### src/rtl/mem_arbiter.sv
// Arbitrates the core's fetch and data ports onto one memory bus, one transaction in flight.
// Optional ARB_ROUND_ROBIN_EN selects round-robin instead of fixed data-over-fetch priority.
module mem_arbiter #(
    parameter int ADDR_WIDTH = 32,
    parameter int DATA_WIDTH = 32
) (
    input  logic                      clk,
    input  logic                      reset,
    input  logic                      i_req_valid,
    output logic                      i_req_ready,
    input  logic [ADDR_WIDTH-1:0]     i_req_addr,
    output logic                      i_rsp_valid,
    output logic [DATA_WIDTH-1:0]     i_rsp_data,
    output logic                      i_rsp_err,
    input  logic                      d_req_valid,
    output logic                      d_req_ready,
    input  logic [ADDR_WIDTH-1:0]     d_req_addr,
    input  logic                      d_req_write,
    input  logic [DATA_WIDTH-1:0]     d_req_wdata,
    input  logic [DATA_WIDTH/8-1:0]   d_req_strb,
    output logic                      d_rsp_valid,
    output logic [DATA_WIDTH-1:0]     d_rsp_data,
    output logic                      d_rsp_err,
    output logic                      m_req_valid,
    input  logic                      m_req_ready,
    output logic [ADDR_WIDTH-1:0]     m_req_addr,
    output logic                      m_req_write,
    output logic [DATA_WIDTH-1:0]     m_req_wdata,
    output logic [DATA_WIDTH/8-1:0]   m_req_strb,
    input  logic                      m_rsp_valid,
    input  logic [DATA_WIDTH-1:0]     m_rsp_data,
    input  logic                      m_rsp_err
);

    typedef enum logic [1:0] {IDLE, REQ, RESP} state_t;
    typedef enum logic {OWN_INSTR, OWN_DATA} owner_t;

    state_t state, state_next;
    owner_t owner;
`ifdef ARB_ROUND_ROBIN_EN
    owner_t last_grant;
`endif

    logic rsp_fire;
    logic can_grant;
    logic grant_data;
    logic grant_instr;
    logic grant_any;

    // A grant may happen in IDLE or in the cycle the outstanding response returns.
    always_comb begin
        rsp_fire  = (state == RESP) && m_rsp_valid;
        can_grant = !reset && ((state == IDLE) || rsp_fire);
`ifdef ARB_ROUND_ROBIN_EN
        grant_data = d_req_valid && (!i_req_valid || (last_grant == OWN_INSTR));
`else
        grant_data = d_req_valid;
`endif
        grant_data  = can_grant && grant_data;
        grant_instr = can_grant && i_req_valid && !grant_data;
        grant_any   = grant_data || grant_instr;
    end

    assign i_req_ready = grant_instr;
    assign d_req_ready = grant_data;

    always_comb begin
        state_next = state;
        case (state)
            IDLE:    if (grant_any) state_next = REQ;
            REQ:     if (m_req_ready) state_next = RESP;
            RESP:    if (rsp_fire) state_next = grant_any ? REQ : IDLE;
            default: state_next = IDLE;
        endcase
    end

    always_ff @(posedge clk) begin
        if (reset) state <= IDLE;
        else       state <= state_next;
    end

    always_ff @(posedge clk) begin
        if (reset) begin
            owner       <= OWN_INSTR;
`ifdef ARB_ROUND_ROBIN_EN
            last_grant  <= OWN_INSTR;
`endif
            m_req_valid <= 1'b0;
            m_req_addr  <= '0;
            m_req_write <= 1'b0;
            m_req_wdata <= '0;
            m_req_strb  <= '0;
            i_rsp_valid <= 1'b0;
            i_rsp_data  <= '0;
            i_rsp_err   <= 1'b0;
            d_rsp_valid <= 1'b0;
            d_rsp_data  <= '0;
            d_rsp_err   <= 1'b0;
        end else begin
            i_rsp_valid <= 1'b0;
            d_rsp_valid <= 1'b0;
            // m_req_write still describes the finishing transaction even if a new grant lands now.
            if (rsp_fire) begin
                if (owner == OWN_DATA) begin
                    d_rsp_valid <= 1'b1;
                    d_rsp_data  <= m_req_write ? '0 : m_rsp_data;
                    d_rsp_err   <= m_rsp_err;
                end else begin
                    i_rsp_valid <= 1'b1;
                    i_rsp_data  <= m_rsp_data;
                    i_rsp_err   <= m_rsp_err;
                end
            end
            if ((state == REQ) && m_req_ready) m_req_valid <= 1'b0;
            if (grant_any) begin
                m_req_valid <= 1'b1;
                owner       <= grant_data ? OWN_DATA : OWN_INSTR;
`ifdef ARB_ROUND_ROBIN_EN
                last_grant  <= grant_data ? OWN_DATA : OWN_INSTR;
`endif
                if (grant_data) begin
                    m_req_addr  <= d_req_addr;
                    m_req_write <= d_req_write;
                    m_req_wdata <= d_req_wdata;
                    m_req_strb  <= d_req_write ? d_req_strb : '1;
                end else begin
                    m_req_addr  <= i_req_addr;
                    m_req_write <= 1'b0;
                    m_req_wdata <= '0;
                    m_req_strb  <= '1;
                end
            end
        end
    end

    // A bus response with nothing outstanding is dropped; flag it in simulation.
    always_ff @(posedge clk) begin
        if (!reset) begin
            assert (!m_rsp_valid || (state == RESP))
                else $warning("mem_arbiter: m_rsp_valid outside RESP ignored");
        end
    end

endmodule

### config.mk
export PLATFORM = sky130hd
export DESIGN_NAME = mem_arbiter
export DESIGN_NICKNAME = d
export VERILOG_FILES = /design/src/rtl/mem_arbiter.sv
export SDC_FILE = /design/constraint.sdc
export NUM_CORES = 1
export LEC_CHECK = 0
export CAP_MARGIN = 10
export CORE_AREA = 10 10 124 126
export DETAILED_ROUTE_END_ITERATION = 10
export DIE_AREA = 0 0 134 136
export HOLD_SLACK_MARGIN = 0.05
export PLACE_DENSITY = 0.94
export REMOVE_ABC_BUFFERS = 1
export SLEW_MARGIN = 20
export SYNTH_ARGS = -nofsm -noshare
export SYNTH_HDL_FRONTEND = slang
export SYNTH_SLANG_ARGS = --single-unit
### constraint.sdc
create_clock -name clk -period 3.95 [get_ports clk]
set_clock_uncertainty 0.1 [all_clocks]
set_input_delay 0.79 -clock clk [delete_from_list [all_inputs] [get_ports clk]]
set_output_delay 0.79 -clock clk [all_outputs]
set_load 0.05 [all_outputs]
==> out/results.txt, run 1 <==
Layout Cell Area excl Fill: 8860 um2
count of port buffers added during placement: 279
Setup crit start kind: input port
Die Ht: 136 um
count of cells resized by post-cts repair: 0
proportion of synthesized flip-flops having asynchronous set or reset: 0%
TritonRoute pass-1 iters: 5
area inside the core boundary: 13,000 um2
Max Cap Violations: 0
library cell with the largest summed area after synthesis: sky130_fd_sc_hd__dfxtp_1
largest incremental delay on the critical path: 0.64 ns
number of warnings printed during yosys synthesis: 0
Critical Path End Type: output port
final cell count without fillers: 1,030
overall routed net length: 20,600 um
total number of clock tree sinks: 141
clock tree root buffer cell: sky130_fd_sc_hd__clkbuf_16
fill cell count: 940
number of antenna cells inserted: 0
worst slew slack as a fraction of its limit: 46.9%
mean instance size in the synthesized netlist: 9.19 um2
number of global-route vias before repair: 5,574
fraction of the core area covered by cells at the end of the flow: 68.2%
vias per cell: 5.34
first-pass GRT wire length: 31,000 um
Commonest cells post-synth: sky130_fd_sc_hd__dfxtp_1 (141), sky130_fd_sc_hd__nand2_1 (102), sky130_fd_sc_hd__a21oi_1 (71)
GPL Wtd Cong: 0.788
path category of the worst min-delay check: flop to flop
clock slew at the register clock pins of the worst setup and hold paths: 0.05 ns
area added between synthesis and finish: 64.1%
total setup buffers inserted after CTS: 0
depth of the CTS H-tree: 4
pwr dens: 442 nW/um2
number of hold buffers added after cts: 0
top-level I/O count: 280
total negative setup slack: 0 ns
count of flip-flops with a built-in enable after synthesis: 0
sequence of cells on the critical path: clkdlybuf4s50_1, nand2b_1, nand3_1, nor3_1, buf_12
starting density of the core: 41.6%
most common cell in the synthesized netlist: sky130_fd_sc_hd__dfxtp_1
maximum operating frequency: 0.310 GHz
Arrival @ worst endpoint: 2.33 ns
HPWL after DPL: 15,000 um
clock latency reported for the late side of the worst-skew pair: 0.41 ns
Placed Cells: 998
CP max stage cell: sky130_fd_sc_hd__clkdlybuf4s50_1
nets: 981
largest fanout of any net on the critical path: 7
final max-slew violation count: 0
status: finished, final reports clean
Max VDD drop: 245 uV
count of mapped cells out of synthesis: 587
clock tree from TritonCTS: built
remaining antenna violation count: 0
kind of critical path: input port to output port
Detailed Route Iter0 Violations: 324
fraction of layout cells with a size suffix above 1: 6.56%
Unique masters post-synth: 33
maximum count of clock buffers along a single path: 2
Tcrit/Tclk final: 81.6%
detailed-route via count: 5,498
minimum clock period after layout: 3.22 ns
top_reg_cell synth: sky130_fd_sc_hd__dfxtp_1
initial antenna violation count: 0
Total GRT Usage: 21.7%
number of buffers inserted during clock tree synthesis: 17
area of placed instances: 8230 um2
Area contributors post-synth: sky130_fd_sc_hd__dfxtp_1 (52%), sky130_fd_sc_hd__nand2_1 (7.1%), sky130_fd_sc_hd__a21oi_1 (6.6%)
final hold violation count: 0
Static Leak: 3.35 nW
portion of synthesized cell area occupied by the leading cell type: 52.3%
required time of the critical path: 3.06 ns
setup repair after global routing missed its margin: no
routed wirelength normalized by instance count: 20.0 um
Congestion Overflow GR: 0
count of unresolved DRC violations after routing: 0
number of register bits inferred by synthesis: 141
netlist area before placement: 5400 um2
horizontal die dimension: 134 um
maximum number of pins on one net before global-route repair: 68
die footprint: 18,200 um2
placement row count: 42
slew at the pin closest to its max-slew limit: 0.797 ns
portion of the post-synthesis area used by sequential elements: 52.3%
final count of negative-setup-slack endpoints: 0
## path summary, 6_finish.rpt
path	slack, ns	from	endpoint	depth (start not counted)
max	0.73	m_rsp_valid	i_req_ready	5
min	0.35	d_rsp_data[27]	d_rsp_data[27]	2
min reg2reg	0.35	d_rsp_data[27]	d_rsp_data[27]	2
max reg2reg	2.11	state[0]	i_rsp_data[17]	3
## sequential cells by signal (all words and copies together), names as in the netlist, 2 cells and up
| signal | count |
|---|---|
| state | 2 |
| d_rsp_data | 32 |
| m_req_strb | 4 |
| m_req_addr | 32 |
| m_req_wdata | 32 |
| i_rsp_data | 32 |
## through the flow
stage | total power, mW | setup WS, ns | hold WS (ns)
final | 3.91 | 0.728 | 0.348
after detailed placement | 2.27 | 0.778 | 0.343
after CTS | 3.93 | 0.752 | 0.352
after floorplan | 1.90 | 0.987 | 0.400
after global routing | 4.03 | 0.688 | 0.367
after global placement | 2.26 | 0.830 | 0.338
## per-layer routing
layer	vias to the layer above	track usage (%)	share of wire [%]	routed length, um
met3	34	9.70	11	2330
met4	0	8.59	2.4	484
met5	-	0	0	0
met2	306	36.3	48	9930
met1	2586	23.5	38	7840
li1	2572	-	-	-
## power breakdown
| part | switching, mW | total, mW | internal, mW |
|---|---|---|---|
| combinational | 0.405 | 0.712 | 0.307 |
| sequential | 0.0388 | 1.53 | 1.49 |
| clock | 0.624 | 1.67 | 1.05 |
| total | 1.07 | 3.91 | 2.84 |
## cells in the final DEF, fill, tap and decap left out, drive strengths merged
master         Yosys  layout
nor3b              8       8
nand3b            33      33
nor4               1       1
nor2              28      28
nor3               9       9
and4b              1       1
and4bb             1       1
a221oi            24      24
nand2            102     102
inv               26      28
clkinv             0       5
nand2b             1       1
nand4              1       1
dfxtp            141     141
clkbuf            21      20
or3                1       1
a21oi             71      71
clkinvlp           0       2
o221a              4       4
and4               1       1
clkdlybuf4s50      0     275
or4                1       1
buf               33      14
o22a              32      32
nand4b             1       1
nand3              1       1
nand4bb            1       1
o41ai              1       1
a31o               1       1
o31a               1       1
bufinv             0       3
a22o              32      32
nor2b              9       9
## worst max-delay path, delay by kind of cell
| kind | cells | cell delay [ns] |
|---|---|---|
| simple gates | 3 | 0.70 |
| buf+inv | 2 | 0.83 |
## cells by family (layout without fill, tap and decap cells)
logic type             Yosys count  count (layout)  share of synthesized area, %
buffers and inverters           80             347                          6.82
flip-flops                     141             141                          52.3
AND/OR/NAND/NOR                200             200                          18.7
AO/OA/AOI/OAI                  166             166                          22.2
## cell type report
class | instances | area (um2) | area share [%]
repair buffers | 289 | 2880 | 32.5
flip-flops and latches | 141 | 2820 | 31.9
multi-input cells | 366 | 2210 | 25.0
clock buffers | 20 | 467 | 5.27
well taps | 176 | 220 | 2.49
clock inverters | 12 | 159 | 1.79
inverters | 26 | 97.6 | 1.10
(Power assumes the default switching activity.)
==> run 2, diff against run 1 <==
--- a/config.mk
+++ b/config.mk
@@ -6,11 +6,11 @@
 export NUM_CORES = 1
 export LEC_CHECK = 0
 export CAP_MARGIN = 10
-export CORE_AREA = 10 10 124 126
+export CORE_AREA = 10 10 128 130
 export DETAILED_ROUTE_END_ITERATION = 10
-export DIE_AREA = 0 0 134 136
+export DIE_AREA = 0 0 138 140
 export HOLD_SLACK_MARGIN = 0.05
-export PLACE_DENSITY = 0.94
+export PLACE_DENSITY = 0.89
 export REMOVE_ABC_BUFFERS = 1
 export SLEW_MARGIN = 20
 export SYNTH_ARGS = -nofsm -noshare
==> constraint.sdc (replaced) <==
create_clock -name clk -period 3 [get_ports clk]
set_clock_uncertainty 0.1 [all_clocks]
set_input_delay 0.6 -clock clk [delete_from_list [all_inputs] [get_ports clk]]
set_output_delay 0.6 -clock clk [all_outputs]
set_load 0.05 [all_outputs]
==> run 2 against run 1 <==
Count of clock-buffer cells in the layout up 1. Sequential cell count unchanged. Combinational power rose by 31%. Final area increased by 0.30%. Die area increased by 6.0%. Final cell count grew 0.68%. Hold slack improved by 0.0017 ns. Critical path depth rose by 1. Clock power increased by 29%. Via count decreased by 2.9%. Global-route usage shrank 2.6 points. Sequential share of layout area shrank 0.094 points.
==> out/results.txt, run 2 (same netlist as run 1, synthesis figures left out) <==
top-level I/O count: 280 (unchanged)
initial antenna violation count: 0 (unchanged)
total setup buffers inserted after CTS: 0 (unchanged)
Total GRT Usage: 19.0% (-2.6 points)
maximum number of pins on one net before global-route repair: 81 (+19%)
TritonRoute pass-1 iters: 7 (+2)
area added between synthesis and finish: 64.6%
maximum count of clock buffers along a single path: 2 (unchanged)
clock tree from TritonCTS: built
fraction of layout cells with a size suffix above 1: 6.88% (+0.33 points)
detailed-route via count: 5,339 (-2.9%)
register area: 2820 um2 (unchanged)
number of global-route vias before repair: 5,291 (-5.1%)
largest incremental delay on the critical path: 0.56 ns (-0.08 ns)
CP max stage cell: sky130_fd_sc_hd__clkdlybuf4s50_1
launch point of the worst reg-to-reg path: state[1]
depth of the CTS H-tree: 4 (unchanged)
nets: 985 (+0.41%)
remaining antenna violation count: 0 (unchanged)
number of hold buffers added after cts: 0 (unchanged)
final max-slew violation count: 0 (unchanged)
routed wirelength normalized by instance count: 18.7 um (-6.3%)
Setup crit start kind: input port
fraction of the core area covered by cells at the end of the flow: 64.5% (-3.7 points)
Tcrit/Tclk final: 90.3%
sum of buffers and inverters on the critical path: 3 (+1)
worst slew slack as a fraction of its limit: 42.5% (-4.4 points)
overall routed net length: 19,400 um (-5.7%)
clock latency reported for the late side of the worst-skew pair: 0.40 ns (about the same)
critical path launch point: m_rsp_valid
GPL Wtd Cong: 0.805 (+2.2%)
maximum operating frequency: 0.369 GHz
pwr dens: 574 nW/um2 (+30%)
final cell count without fillers: 1,037 (+0.68%)
depth of the most critical reg-to-reg path: 3 (unchanged)
first-pass GRT wire length: 29,800 um (-4.0%)
clock slew at the register clock pins of the worst setup and hold paths: 0.06 ns (about the same)
count of unresolved DRC violations after routing: 0 (unchanged)
slew at the pin closest to its max-slew limit: 0.863 ns (+0.0658 ns)
fill cell count: 1,069 (+14%)
Placed Cells: 1,006 (+0.80%)
horizontal die dimension: 138 um (+3.0%)
vias per cell: 5.15 (-3.5%)
r2r setup slk: 1.28 ns (-0.83 ns)
kind of critical path: input port to output port
most frequent cells in the layout: sky130_fd_sc_hd__clkdlybuf4s50_1 (275), sky130_fd_sc_hd__dfxtp_1 (141), sky130_fd_sc_hd__nand2_1 (102), sky130_fd_sc_hd__a21oi_1 (70), sky130_fd_sc_hd__nand3b_1 (33)
number of antenna cells inserted: 0 (unchanged)
Max Cap Violations: 0 (unchanged)
final hold violation count: 0 (unchanged)
count of port buffers added during placement: 279 (unchanged)
starting density of the core: 39.2% (-2.4 points)
path category of the worst min-delay check: flop to flop
Die Ht: 140 um (+2.9%)
count of cells resized by post-cts repair: 0 (unchanged)
sequence of cells on the critical path: clkdlybuf4s50_1, nand2b_1, nand3_1, nor3_1, buf_4, buf_12
minimum clock period after layout: 2.71 ns
Largest delay share family, worst path: buffers and inverters
final count of negative-setup-slack endpoints: 0 (unchanged)
critical path depth in cells: 6 (+1)
required time of the critical path: 2.30 ns (-0.76 ns)
most common library cell in the layout ignoring fill and taps: sky130_fd_sc_hd__clkdlybuf4s50_1
Congestion Overflow GR: 0 (unchanged)
placement row count: 43 (+2.4%)
area taken by multi-input logic gates: 2210 um2 (unchanged)
Static Leak: 3.37 nW (+0.45%)
number of buffers inserted during clock tree synthesis: 17 (unchanged)
endpoint of the most critical setup path: i_req_ready
largest fanout of any net on the critical path: 4 (-3)
die footprint: 19,300 um2 (+6.0%)
Critical Path End Type: output port
HPWL after DPL: 14,200 um (-5.2%)
area inside the core boundary: 13,800 um2 (+6.1%)
Arrival @ worst endpoint: 2.01 ns (-0.32 ns)
R2R Path End: m_req_wdata[13]
total negative setup slack: 0 ns (unchanged)
status: finished, final reports clean
clock tree root buffer cell: sky130_fd_sc_hd__clkbuf_16
total number of clock tree sinks: 141 (unchanged)
Detailed Route Iter0 Violations: 260 (-20%)
Max VDD drop: 357 uV (+46%)
setup repair after global routing missed its margin: no
run 2: cell types whose count changed in the layout (fill, tap and decap cells not counted):
cell,before,now
sky130_fd_sc_hd__clkinvlp_4,2,3
sky130_fd_sc_hd__inv_6,2,1
sky130_fd_sc_hd__buf_4,11,15
sky130_fd_sc_hd__clkbuf_8,3,4
sky130_fd_sc_hd__clkinv_4,3,0
sky130_fd_sc_hd__clkinv_2,2,3
run 2: metal layers:
metal	track usage, %	vias to the layer above	share of wire, %
met3	10.2	15	12
met5	0	-	0
met2	30.3	263	47
met4	6.83	0	1.4
li1	-	2584	-
met1	21.1	2477	40
run 2: stage by stage:
step	total power [mW]	hold WS (ns)	cell area (um2)	worst slack, ns
finish	5.10	0.349	8880	0.290
global route	5.28	0.364	8880	0.158
CTS	5.16	0.350	8880	0.301
detailed placement	2.99	0.342	8270	0.293
global placement	2.97	0.337	8270	0.358
floorplan	2.51	0.400	5130	0.417
run 2: area by class of cell:
type | instances | share of cell area, %
Clock buffer | 21 | 5.41
Sequential cell | 141 | 31.8
Clock inverter | 10 | 1.54
Tap cell | 180 | 2.54
Multi-Input combinational cell | 366 | 24.9
Inverter | 26 | 1.10
Timing Repair Buffer | 293 | 32.8
run 2: worst min-delay path by stage:
stage          cells after the start           start  slack (ns)              to
2_1_floorplan                      2        state[1]        0.40        state[1]
3_3_place_gp                       2  d_rsp_data[18]        0.34  d_rsp_data[18]
3_5_place_dp                       2  d_rsp_data[25]        0.34  d_rsp_data[25]
4_1_cts                            2  d_rsp_data[25]        0.35  d_rsp_data[25]
5_1_grt                            2  d_rsp_data[25]        0.36  d_rsp_data[25]
6_report                           2  d_rsp_data[25]        0.35  d_rsp_data[25]
run 2: worst reg2reg max path, delay by kind of cell, from the launching register on:
kind	cells	cell delay, ns
compound gates	2	0.84
flops	1	0.46
simple gates	1	0.27
run 2: power breakdown:
group | switching (mW) | total [mW] | internal, mW
combinational | 0.528 | 0.934 | 0.406
clock | 0.768 | 2.16 | 1.39
sequential | 0.0517 | 2.01 | 1.96
